`src/rtl/div_pkg.sv`:
```
// ============================================================================
// div_pkg: shared state encodings and default width for the sequential divider
// Rev 1.0 - initial release
// ============================================================================
`default_nettype none

package div_pkg;

  localparam int C_DEFAULT_N = 8;

  typedef enum logic [1:0] {
    S_IDLE = 2'd0,
    S_RUN  = 2'd1,
    S_DONE = 2'd2
  } state_e;

endpackage

`default_nettype wire

```
`src/rtl/div_step.sv`:
```
// ============================================================================
// div_step: one restoring shift-subtract step of the unsigned divider
// Rev 1.0 - initial release
// ============================================================================
`default_nettype none

module div_step #(
  parameter int N = 8
) (
  input  logic [N-1:0] p,
  input  logic         d_msb,
  input  logic [N-1:0] b,
  output logic [N-1:0] p_next,
  output logic         q_bit
);

  logic [N:0]   w_t;
  logic [N+1:0] w_sub;

  // One extra bit on the subtract exposes the borrow-out; clear means T >= B.
  assign w_t    = {p, d_msb};
  assign w_sub  = {1'b0, w_t} - {2'b00, b};
  assign q_bit  = ~w_sub[N+1];
  // Either way the new remainder is below B, so N bits always suffice.
  assign p_next = q_bit ? w_sub[N-1:0] : w_t[N-1:0];

endmodule

`default_nettype wire

```
`src/rtl/seq_divider.sv`:
```
// ============================================================================
// seq_divider: iterative unsigned restoring divider, q = a / b, r = a % b
// Rev 1.0 - initial release
// ============================================================================
`default_nettype none

module seq_divider
  import div_pkg::*;
#(
  parameter int N    = C_DEFAULT_N,
  parameter int CNTW = 4
) (
  input  logic         clk,
  input  logic         rst_n,
  input  logic         start,
  input  logic [N-1:0] a,
  input  logic [N-1:0] b,
  output logic         busy,
  output logic         done,
  output logic [N-1:0] q,
  output logic [N-1:0] r,
  output logic         dbz
);

  state_e            state_q, state_d;
  logic [N-1:0]      d_q, d_d;
  logic [N-1:0]      b_q, b_d;
  logic [N-1:0]      p_q, p_d;
  logic [N-1:0]      quo_q, quo_d;
  logic [N-1:0]      rem_q, rem_d;
  logic              dbz_q, dbz_d;
  logic [CNTW-1:0]   cnt_q, cnt_d;

  logic [N-1:0]      step_p;
  logic              step_bit;
  logic [N-1:0]      d_shift;

  div_step #(.N(N)) u_step (
    .p      (p_q),
    .d_msb  (d_q[N-1]),
    .b      (b_q),
    .p_next (step_p),
    .q_bit  (step_bit)
  );

  // Dividend bits leave at the top while quotient bits enter at the bottom.
  assign d_shift = {d_q[N-2:0], step_bit};

  always_comb begin
    state_d = state_q;
    d_d     = d_q;
    b_d     = b_q;
    p_d     = p_q;
    quo_d   = quo_q;
    rem_d   = rem_q;
    dbz_d   = dbz_q;
    cnt_d   = cnt_q;

    case (state_q)
      S_IDLE, S_DONE: begin
        state_d = S_IDLE;
        if (start) begin
          if (b == '0) begin
            state_d = S_DONE;
            quo_d   = '1;
            rem_d   = a;
            dbz_d   = 1'b1;
          end else begin
            state_d = S_RUN;
            d_d     = a;
            b_d     = b;
            p_d     = '0;
            cnt_d   = CNTW'(N);
            dbz_d   = 1'b0;
          end
        end
      end
      S_RUN: begin
        p_d   = step_p;
        d_d   = d_shift;
        cnt_d = cnt_q - CNTW'(1);
        if (cnt_q == CNTW'(1)) begin
          state_d = S_DONE;
          quo_d   = d_shift;
          rem_d   = step_p;
        end
      end
      default: state_d = S_IDLE;
    endcase
  end

  always_ff @(posedge clk) begin
    if (!rst_n) begin
      state_q <= S_IDLE;
      d_q     <= '0;
      b_q     <= '0;
      p_q     <= '0;
      quo_q   <= '0;
      rem_q   <= '0;
      dbz_q   <= 1'b0;
      cnt_q   <= '0;
    end else begin
      state_q <= state_d;
      d_q     <= d_d;
      b_q     <= b_d;
      p_q     <= p_d;
      quo_q   <= quo_d;
      rem_q   <= rem_d;
      dbz_q   <= dbz_d;
      cnt_q   <= cnt_d;
    end
  end

  assign busy = (state_q == S_RUN);
  assign done = (state_q == S_DONE);
  assign q    = quo_q;
  assign r    = rem_q;
  assign dbz  = dbz_q;

endmodule

`default_nettype wire
```
`config.mk`:
```
export PLATFORM = sky130hd
export DESIGN_NAME = seq_divider
export DESIGN_NICKNAME = d
export VERILOG_FILES = /design/src/rtl/div_pkg.sv /design/src/rtl/div_step.sv /design/src/rtl/seq_divider.sv
export SDC_FILE = /design/constraint.sdc
export NUM_CORES = 1
export LEC_CHECK = 0
export ABC_CLOCK_PERIOD_IN_PS = 4400
export CAP_MARGIN = 5
export CORE_UTILIZATION = 45
export DETAILED_ROUTE_END_ITERATION = 7
export GPL_ROUTABILITY_DRIVEN = 0
export MAX_ROUTING_LAYER = met4
export PLACE_DENSITY = 0.69
export REMOVE_ABC_BUFFERS = 1
export SYNTH_ARGS = -nofsm -noshare
export SYNTH_HDL_FRONTEND = slang
export SYNTH_SLANG_ARGS = --single-unit
```
`constraint.sdc`:
```
create_clock -name clk -period 4.4 [get_ports clk]
set_input_delay 0.66 -clock clk [delete_from_list [all_inputs] [get_ports clk]]
set_output_delay 0.66 -clock clk [all_outputs]
set_load 0.01 [all_outputs]
```
# Word level (Yosys, flattened, before mapping)
# Cells that the tools add are included.
dict set report classes {
  n_bitwise 2
  addsub 2
  reduce_logical 8
  muxes 23
  eq_ne 7
}
# cell n
set ops {}
lappend ops {{2-to-1 mux 8 bit} 11}
lappend ops {{one-hot mux 8 bit (2 select lines)} 4}
lappend ops {{subtractor 9 x 8 -> 10 bit} 1}
lappend ops {{logical NOT 8 bit} 1}
lappend ops {{2-to-1 mux 4 bit} 2}
lappend ops {{one-hot mux 4 bit (2 select lines)} 1}
lappend ops {{2-to-1 mux 2 bit} 3}
lappend ops {{inequality test 2 bit (second input constant)} 3}
lappend ops {{AND reduction 3 bit} 2}
lappend ops {{equality test 4 x 1 -> 1 bit (second input constant)} 1}
lappend ops {{one-hot mux 2 bit (2 select lines)} 1}
lappend ops {{AND reduction 4 bit} 1}
lappend ops {{subtractor 4 x 1 -> 4 bit (second input constant)} 1}
lappend ops {{equality test 2 x 1 -> 1 bit (second input constant)} 1}
lappend ops {{equality test 2 bit (second input constant)} 1}
lappend ops {{logical NOT 2 bit} 1}
lappend ops {{inequality test 2 x 1 -> 1 bit (second input constant)} 1}
lappend ops {{inverter 1 bit} 2}
lappend ops {{AND reduction 2 bit} 1}
lappend ops {{nonzero test 2 bit} 1}
lappend ops {{OR reduction 2 bit} 1}
lappend ops {{2-to-1 mux 1 bit} 1}
dict set report word_totals {
  elab_cells 50
  ff_bits 47
}

# Logic depth before layout (Yosys ltp)
# Gate-level depths: netlist of the first run.
dict set report logic_depth {
  ltp_word 4
  depth_mapped 9
  depth_no_buf 9
}

# Modules after synthesis
# A second synthesis of the first run with hierarchy kept.
dict set report unflattened {
  hier_cells 276
  hier_area_um2 2427.3
}
# mod seq_area_each_um2 cells_each instances area_per_inst_um2
set by_module_without_submodules {}
lappend by_module_without_submodules {seq_divider 940.9 216 1 1930.6}
lappend by_module_without_submodules {div_step 0.0 60 1 496.7}

# Worst setup path after synthesis of the first run
# OpenSTA, ideal clock, no wires.
dict set report synth_path {
  path_type {flip-flop to flip-flop}
  start {register b_q[6]}
  end {register rem_q[4] (netlist: r[4])}
  setup_slack_ns 2.399
  arrival_time_ns 1.876
  stages_incl_launch_ff 9
  period_less_slack_ns 2.001
  required_ns 4.275
  path_cell_list {dfxtp_1 > inv_1 > ha_1 > a21o_1 > a211o_4 > a41o_4 > nor2_8 > o41a_2 > a31oi_2}
}
dict set report synth_via {
  elab_chain_len 4
}
# item line
set synth_rtl {}
lappend synth_rtl {{from (decl)} seq_divider.sv:27} ;# logic [N-1:0] b_q, b_d;
lappend synth_rtl {{from (signal assigned)} seq_divider.sv:96} ;# b_q <= '0;
lappend synth_rtl {{from (signal assigned)} seq_divider.sv:105} ;# b_q <= b_d;
lappend synth_rtl {{subtractor 9 x 8 -> 10 bit} div_step.sv:22} ;# assign w_sub = {1'b0, w_t} - {2'b00, b};
lappend synth_rtl {{2-to-1 mux 8 bit} div_step.sv:25} ;# assign p_next = q_bit ? w_sub[N-1:0] : w_t[N-1:0];
lappend synth_rtl {{2-to-1 mux 8 bit} seq_divider.sv:82} ;# if (cnt_q == CNTW'(1)) begin
lappend synth_rtl {{one-hot mux 8 bit (2 select lines)} seq_divider.sv:59} ;# case (state_q)
lappend synth_rtl {{to (signal assigned)} seq_divider.sv:108} ;# rem_q <= rem_d;
lappend synth_rtl {{to (decl)} seq_divider.sv:30} ;# logic [N-1:0] rem_q, rem_d;
# No other way between the ends. The select of a mux whose other input is x is not followed.
# A chain may end at the register's enable or synchronous reset.

# Final worst setup path of the first run
dict set report layout_path {
  start {register state_q[1]}
  end {output busy}
}
dict set report layout_via {
  elab_chain_len 1
}
# item line
set layout_rtl {}
lappend layout_rtl {{from (decl)} seq_divider.sv:25} ;# state_e state_q, state_d;
lappend layout_rtl {{from (signal assigned)} seq_divider.sv:103} ;# state_q <= state_d;
lappend layout_rtl {{equality test 2 x 1 -> 1 bit} seq_divider.sv:114} ;# assign busy = (state_q == S_RUN);
lappend layout_rtl {{to (decl)} seq_divider.sv:18} ;# output logic busy,
# No other way between the ends.

==> metrics, run 1 <==
vias in the first global route 1870; setup TNS 0 ns; share of the clock period used by the worst path 58.4%; reg-to-reg slack, setup 2.10 ns; PortBufs 37; most common cell after layout, fill and taps aside dfxtp_1; sequential power share 40.4%; critical path peak fanout 30; Final HPWL DP 3950 um; Switching Share 32.5%; Via Count 2127; mux cell area share after synthesis 3.67%; Hold Crit Class reg2reg; Area growth, synth to finish 21.5%; layout cells sized above 1 8.89%; final setup fails 0; drc violations 0; power share of the combinational group 31.4%; launch point of the worst hold path p_q[7]; Final min period 2.57 ns; post-synth design cell area 2460 sq um; clock slew at reported path FFs 0.09 ns; final WL 5690 um; Synth Area in XOR/XNOR 0.356%; Layout Nets 344; critical path arrival 1.91 ns; post-route ant nets 0; Longest Clk Path Bufs 2; relative slew slack 44.5%; Synth Register Bits 47; Finished Layout Cells 385; Critical Path Source Type flip-flop; CORE AREA 5170 sq um; Hold Path Depth 2; Worst-Skew Late Latency 0.30 ns; Fillers 468; Mean Syn Cell Area 8.68 sq um; sequential-to-total area share from yosys stat 38.3%; Initial Util 47.5%; Ys Warns 0; ys flop type dfxtp_1; H-tree depth 2; Chip Width 75.9 um; # Max-Cap Violations 0; Worst Reg-to-Reg Cells 8; gr ovfl total 0; antenna violations before repair 0; Cell variety after synth 59; final hold vios 0; worst vdd ir 0.219 mV; CP Capture Type output port; die height 75.9 um; Placed Cells 377; Simple-Gate Fraction of Synth Area 19.7%; CTS tree done; post-synthesis instance total 283; Synth Area in Compound Gates 27.1%; Crit path required time 3.74 ns; commonest non-fill, non-tap cells in the layout 47 x dfxtp_1, 37 x clkdlybuf4s50_1, 28 x nand2_1; worst setup path class reg2out; row count 26; First DRT Iteration DRCs 121; Tightest Pin Transition 0.829 ns; Worst Skew 0.00803 ns; Max Clock Freq 389 MHz; clock power share 28.2%; total setup buffers inserted after CTS 0; hold buffers post-CTS 0; Crit Reg-Reg Endpoint r[1]; Switching Power 387 uW; Final Max Slew Viols 0; EDFF count, synth 0; Post-synth ARST share 0%; leak pwr 0.00121 uW; Pwr Density 399 nW/um^2; Crit. Startpoint state_q[1]; Ports 38; gr usage total 22.2%; Worst Hold Endpoint p_q[7]; R2R Path Start b_q[6]; RSZ-0062 raised after global routing no; Final Core Density 57.7%; setup ws final 1.83 ns; WL/cell 14.8 um; first-pass GRT wire length 9090 um; largest net degree at the start of global routing 31; diodes inserted 0; post-synthesis adder-cell area fraction 5.91%; internal power 805 uW; CTS Buf Count 5; status finished, final reports clean; Clock Root Buffer clkbuf_8; DP Worst Slack 1.59 ns; die area 5760 sq um; largest family of logic cells by synthesized area compound AO/OA/AOI/OAI gates; DRT Pass-1 Iters 4; Clock Sinks 47; vias per inst 5.52; Resized cells post-CTS 0
==> power by group through the flow <==
stage               logic (uW)  registers, uW  clock network (uW)
detailed placement         370            490                   0
global route               410            485                 361
finish                     374            481                 337
global placement           368            490                   0
CTS                        374            480                 343
floorplan                  272            486                   0
==> cell usage after synthesis, types with 3 or more instances <==
library cell | count | share of area (%)
ha_1 | 10 | 5.1
buf_2 | 5 | 1.0
dfxtp_1 | 47 | 38
nand3_1 | 3 | 0.61
a21oi_1 | 13 | 2.6
nor2b_1 | 13 | 3.3
nor2_1 | 26 | 4.0
nand2_1 | 28 | 4.3
o21ai_0 | 21 | 4.3
nor3_1 | 7 | 1.4
inv_1 | 12 | 1.8
a21boi_1 | 5 | 1.5
nand2b_1 | 3 | 0.76
and2_1 | 5 | 1.3
mux2i_1 | 9 | 3.7
a31oi_1 | 10 | 2.5
clkbuf_1 | 8 | 1.2
o21a_1 | 4 | 1.2
o211a_1 | 7 | 2.9
==> how the worst max path moves through the flow <==
stage	end	slack, ns
4_1_cts	busy	1.82
3_5_place_dp	r[6]	1.59
3_3_place_gp	r[6]	1.64
2_1_floorplan	d_q[1]	1.47
6_report	busy	1.83
5_1_grt	r[5]	1.67
==> logic make-up after synthesis <==
kind of cell / after synthesis
flip-flops: 47
adder cells (fa/ha/maj): 11
AO/OA/AOI/OAI: 89
buffers and inverters: 29
multiplexers: 9
AND/OR/NAND/NOR: 97
XOR/XNOR: 1
==> sequential cells by signal, summed over array words and instances (netlist names) <==
| signal | count |
|---|---|
| r | 8 |
| b_q | 8 |
| dbz | 1 |
| state_q | 2 |
| p_q | 8 |
| cnt_q | 4 |
| d_q | 8 |
| q | 8 |
==> through the flow <==
stage | hold WS, ns | area (sq um) | total power (uW)
5_1_grt | 0.516 | 2990 | 1260
4_1_cts | 0.493 | 2990 | 1200
2_1_floorplan | 0.452 | 2380 | 758
6_report | 0.500 | 2990 | 1190
3_5_place_dp | 0.480 | 2870 | 860
3_3_place_gp | 0.476 | 2870 | 858
==> final cells by class <==
class	instances	area (sq um)	share of cell area, %
well taps	70	87.6	2.93
clock inverters	2	35.0	1.17
repair buffers	40	393	13.2
multi-input cells	207	1400	46.8
inverters	13	48.8	1.63
clock buffers	6	82.6	2.77
flip-flops and latches	47	941	31.5
==> critical path, cell delays in order (launching register included) <==
cell and delay [ns]:
dfxtp_1 0.31, nand2b_1 0.13, buf_4 0.23, inv_2 0.32, clkdlybuf4s50_1 0.61
==> metal layers <==
layer  global-route usage, %  vias up  share of wire (%)
met2                    35.2       46                 44
met5                       -        -                  0
met3                    3.57        7                4.2
met1                    29.3     1003                 50
li1                        -     1071                  -
met4                    6.17        0                1.1
Note: power is estimated with default switching activity, not from simulation.
==> inputs of run 2 (changes only) <==
--- a/config.mk
+++ b/config.mk
@@ -5,13 +5,13 @@
 export SDC_FILE = /design/constraint.sdc
 export NUM_CORES = 1
 export LEC_CHECK = 0
-export ABC_CLOCK_PERIOD_IN_PS = 4400
+export ABC_CLOCK_PERIOD_IN_PS = 2300
 export CAP_MARGIN = 5
 export CORE_UTILIZATION = 45
 export DETAILED_ROUTE_END_ITERATION = 7
 export GPL_ROUTABILITY_DRIVEN = 0
 export MAX_ROUTING_LAYER = met4
-export PLACE_DENSITY = 0.69
+export PLACE_DENSITY = 0.71
 export REMOVE_ABC_BUFFERS = 1
 export SYNTH_ARGS = -nofsm -noshare
 export SYNTH_HDL_FRONTEND = slang
==> constraint.sdc (replaced) <==
create_clock -name clk -period 2.3 [get_ports clk]
set_input_delay 0.345 -clock clk [delete_from_list [all_inputs] [get_ports clk]]
set_output_delay 0.345 -clock clk [all_outputs]
set_load 0.01 [all_outputs]
==> metrics, run 2 (synthesis gave the netlist of run 1 again) <==
Worst-Skew Late Latency 0.31 ns (was 0.30 ns); first-pass GRT wire length 9030 um (was 9090 um); die height 75.9 um (unchanged); Crit path required time 2.48 ns (was 3.74 ns); Max Clock Freq 459 MHz; wire length on met3 331 um (was 240 um); Final Max Slew Viols 0 (unchanged); Crit Reg-Reg Endpoint r[6] (was r[1]); Final min period 2.18 ns; Clock Root Buffer clkbuf_8 (unchanged); final WL 5720 um (was 5690 um); Pwr Total 2310 uW (was 1190 uW); relative slew slack 72.1% (was 44.5%); Worst Hold Endpoint p_q[7] (unchanged); vias per inst 5.45 (was 5.52); die area 5760 sq um (unchanged); Clock Sinks 47 (unchanged); launch point of the worst hold path p_q[7] (unchanged); Met1 Wirelength 2820 um (was 2860 um); Chip Width 75.9 um (unchanged); Final HPWL DP 4060 um (was 3950 um); setup ws final 0.122 ns (was 1.83 ns); antenna violations before repair 0 (unchanged); RSZ-0062 raised after global routing no (unchanged); cells along the critical path inv_1 > ha_1 > fa_1 > nand2b_1 > a211oi_1 > o21a_1 > o21ai_0 > o311ai_1 > a31oi_1 (was nand2b_1 > buf_4 > inv_2 > clkdlybuf4s50_1); clock slew at reported path FFs 0.09 ns (about the same); most common cell after layout, fill and taps aside dfxtp_1 (unchanged); row count 26 (unchanged); H-tree depth 2 (unchanged); final hold vios 0 (unchanged); Switching Power 742 uW (was 387 uW); critical path arrival 2.36 ns (was 1.91 ns); Via Count 2157 (was 2127); Max Used Layer met4 (unchanged); PortBufs 37 (unchanged); Worst Reg-to-Reg Cells 9 (was 8); Layout Nets 355 (was 344); final setup fails 0 (unchanged); Fillers 469 (was 468); met2 WL post-DR 2500 um (was 2530 um); gr ovfl total 0 (unchanged); clock power share 28.3% (was 28.2%); CP Capture Type flip-flop (was output port); leak pwr 0.00127 uW (was 0.00121 uW); reg-to-reg slack, setup 0.12 ns (was 2.10 ns); Critical Path Source Type flip-flop (unchanged); CORE AREA 5170 sq um (unchanged); Hold Path Depth 2 (unchanged); Worst path slowest cell fa_1 (was clkdlybuf4s50_1); worst setup path class reg2reg (was reg2out); worst vdd ir 0.438 mV (was 0.219 mV); hold buffers post-CTS 0 (unchanged); power share of the combinational group 31.8% (was 31.4%); gr usage total 22.1% (was 22.2%); DP Worst Slack 0.109 ns (was 1.59 ns); # Max-Cap Violations 0 (unchanged); vias in the first global route 1892 (was 1870); WL/cell 14.4 um (was 14.8 um); commonest non-fill, non-tap cells in the layout 47 x dfxtp_1, 37 x clkdlybuf4s50_1, 28 x nand2_1 (unchanged); Hold Crit Class reg2reg (unchanged); share of the clock period used by the worst path 94.7%; Initial Util 47.5% (unchanged); sequential power share 39.9% (was 40.4%); total setup buffers inserted after CTS 0 (unchanged); Tightest Pin Transition 0.418 ns (was 0.829 ns); Final Core Density 59.4% (was 57.7%); final hold slack 0.501 ns (was 0.500 ns); Ports 38 (unchanged); Pwr Density 751 nW/um^2 (was 399 nW/um^2); diodes inserted 0 (unchanged); largest net degree at the start of global routing 50 (was 31); post-route ant nets 0 (unchanged); CTS Buf Count 5 (unchanged); Longest Clk Path Bufs 2 (unchanged); layout cells sized above 1 12.0% (was 8.89%); drc violations 0 (unchanged); Crit. Startpoint d_q[7] (was state_q[1]); setup TNS 0 ns (unchanged); CTS tree done (unchanged); Worst Skew 0.0135 ns (was 0.00803 ns); R2R Path Start d_q[7] (was b_q[6]); Area growth, synth to finish 25.0% (was 21.5%); Resized cells post-CTS 0 (unchanged); internal power 1560 uW (was 805 uW); CP peak stage delay 0.38 ns (was 0.61 ns); critical path peak fanout 3 (was 30); DRT Pass-1 Iters 4 (unchanged); First DRT Iteration DRCs 146 (was 121); status finished, final reports clean (unchanged); Switching Share 32.2% (was 32.5%)
[run 2: cell types whose count changed in the layout (fill, tap and decap cells not counted), sizes merged]
cell	previous run	this run
buf	3	14
clkinv	1	0
inv	13	14
[run 2: metal layers]
metal,up-vias,GRT usage [%]
met4,0,6.17
met5,-,-
met2,59,34.4
li1,1092,-
met1,999,28.8
met3,7,4.89
[run 2: area by class of cell]
cell class                      count  area (sq um)  share of cell area [%]
Clock inverter                      2          38.8                    1.26
Timing Repair Buffer               51           475                    15.5
Tap cell                           70          87.6                    2.85
Sequential cell                    47           941                    30.6
Multi-Input combinational cell    207          1400                    45.5
Clock buffer                        6          82.6                    2.69
Inverter                           13          48.8                    1.59
[run 2: power by group through the flow]
stage	clock network, uW	logic (uW)	registers, uW
finish	654	734	919
floorplan	0	520	929
global placement	0	711	937
CTS	666	730	919
detailed placement	0	722	938
global route	695	804	928
[run 2: worst max path at each step]
stage,end
2_1_floorplan,d_q[1]
3_3_place_gp,r[1]
3_5_place_dp,r[1]
4_1_cts,r[1]
5_1_grt,p_q[6]
6_report,r[6]
[run 2: stage by stage]
| step | instances | area (sq um) |
|---|---|---|
| after CTS | 396 | 3070 |
| after global routing | 396 | 3070 |
| after floorplan | 267 | 2380 |
| after global placement | 388 | 2950 |
| after detailed placement | 388 | 2950 |
| final | 396 | 3070 |
[run 2: worst max-delay path: cells and delay by family, from the launching register on]
kind	cells	cell delay, ns
buffers and inverters	1	0.06
adder cells (fa/ha/maj)	2	0.59
flip-flops	1	0.35
AO/OA/AOI/OAI	5	0.85
AND/OR/NAND/NOR	1	0.19
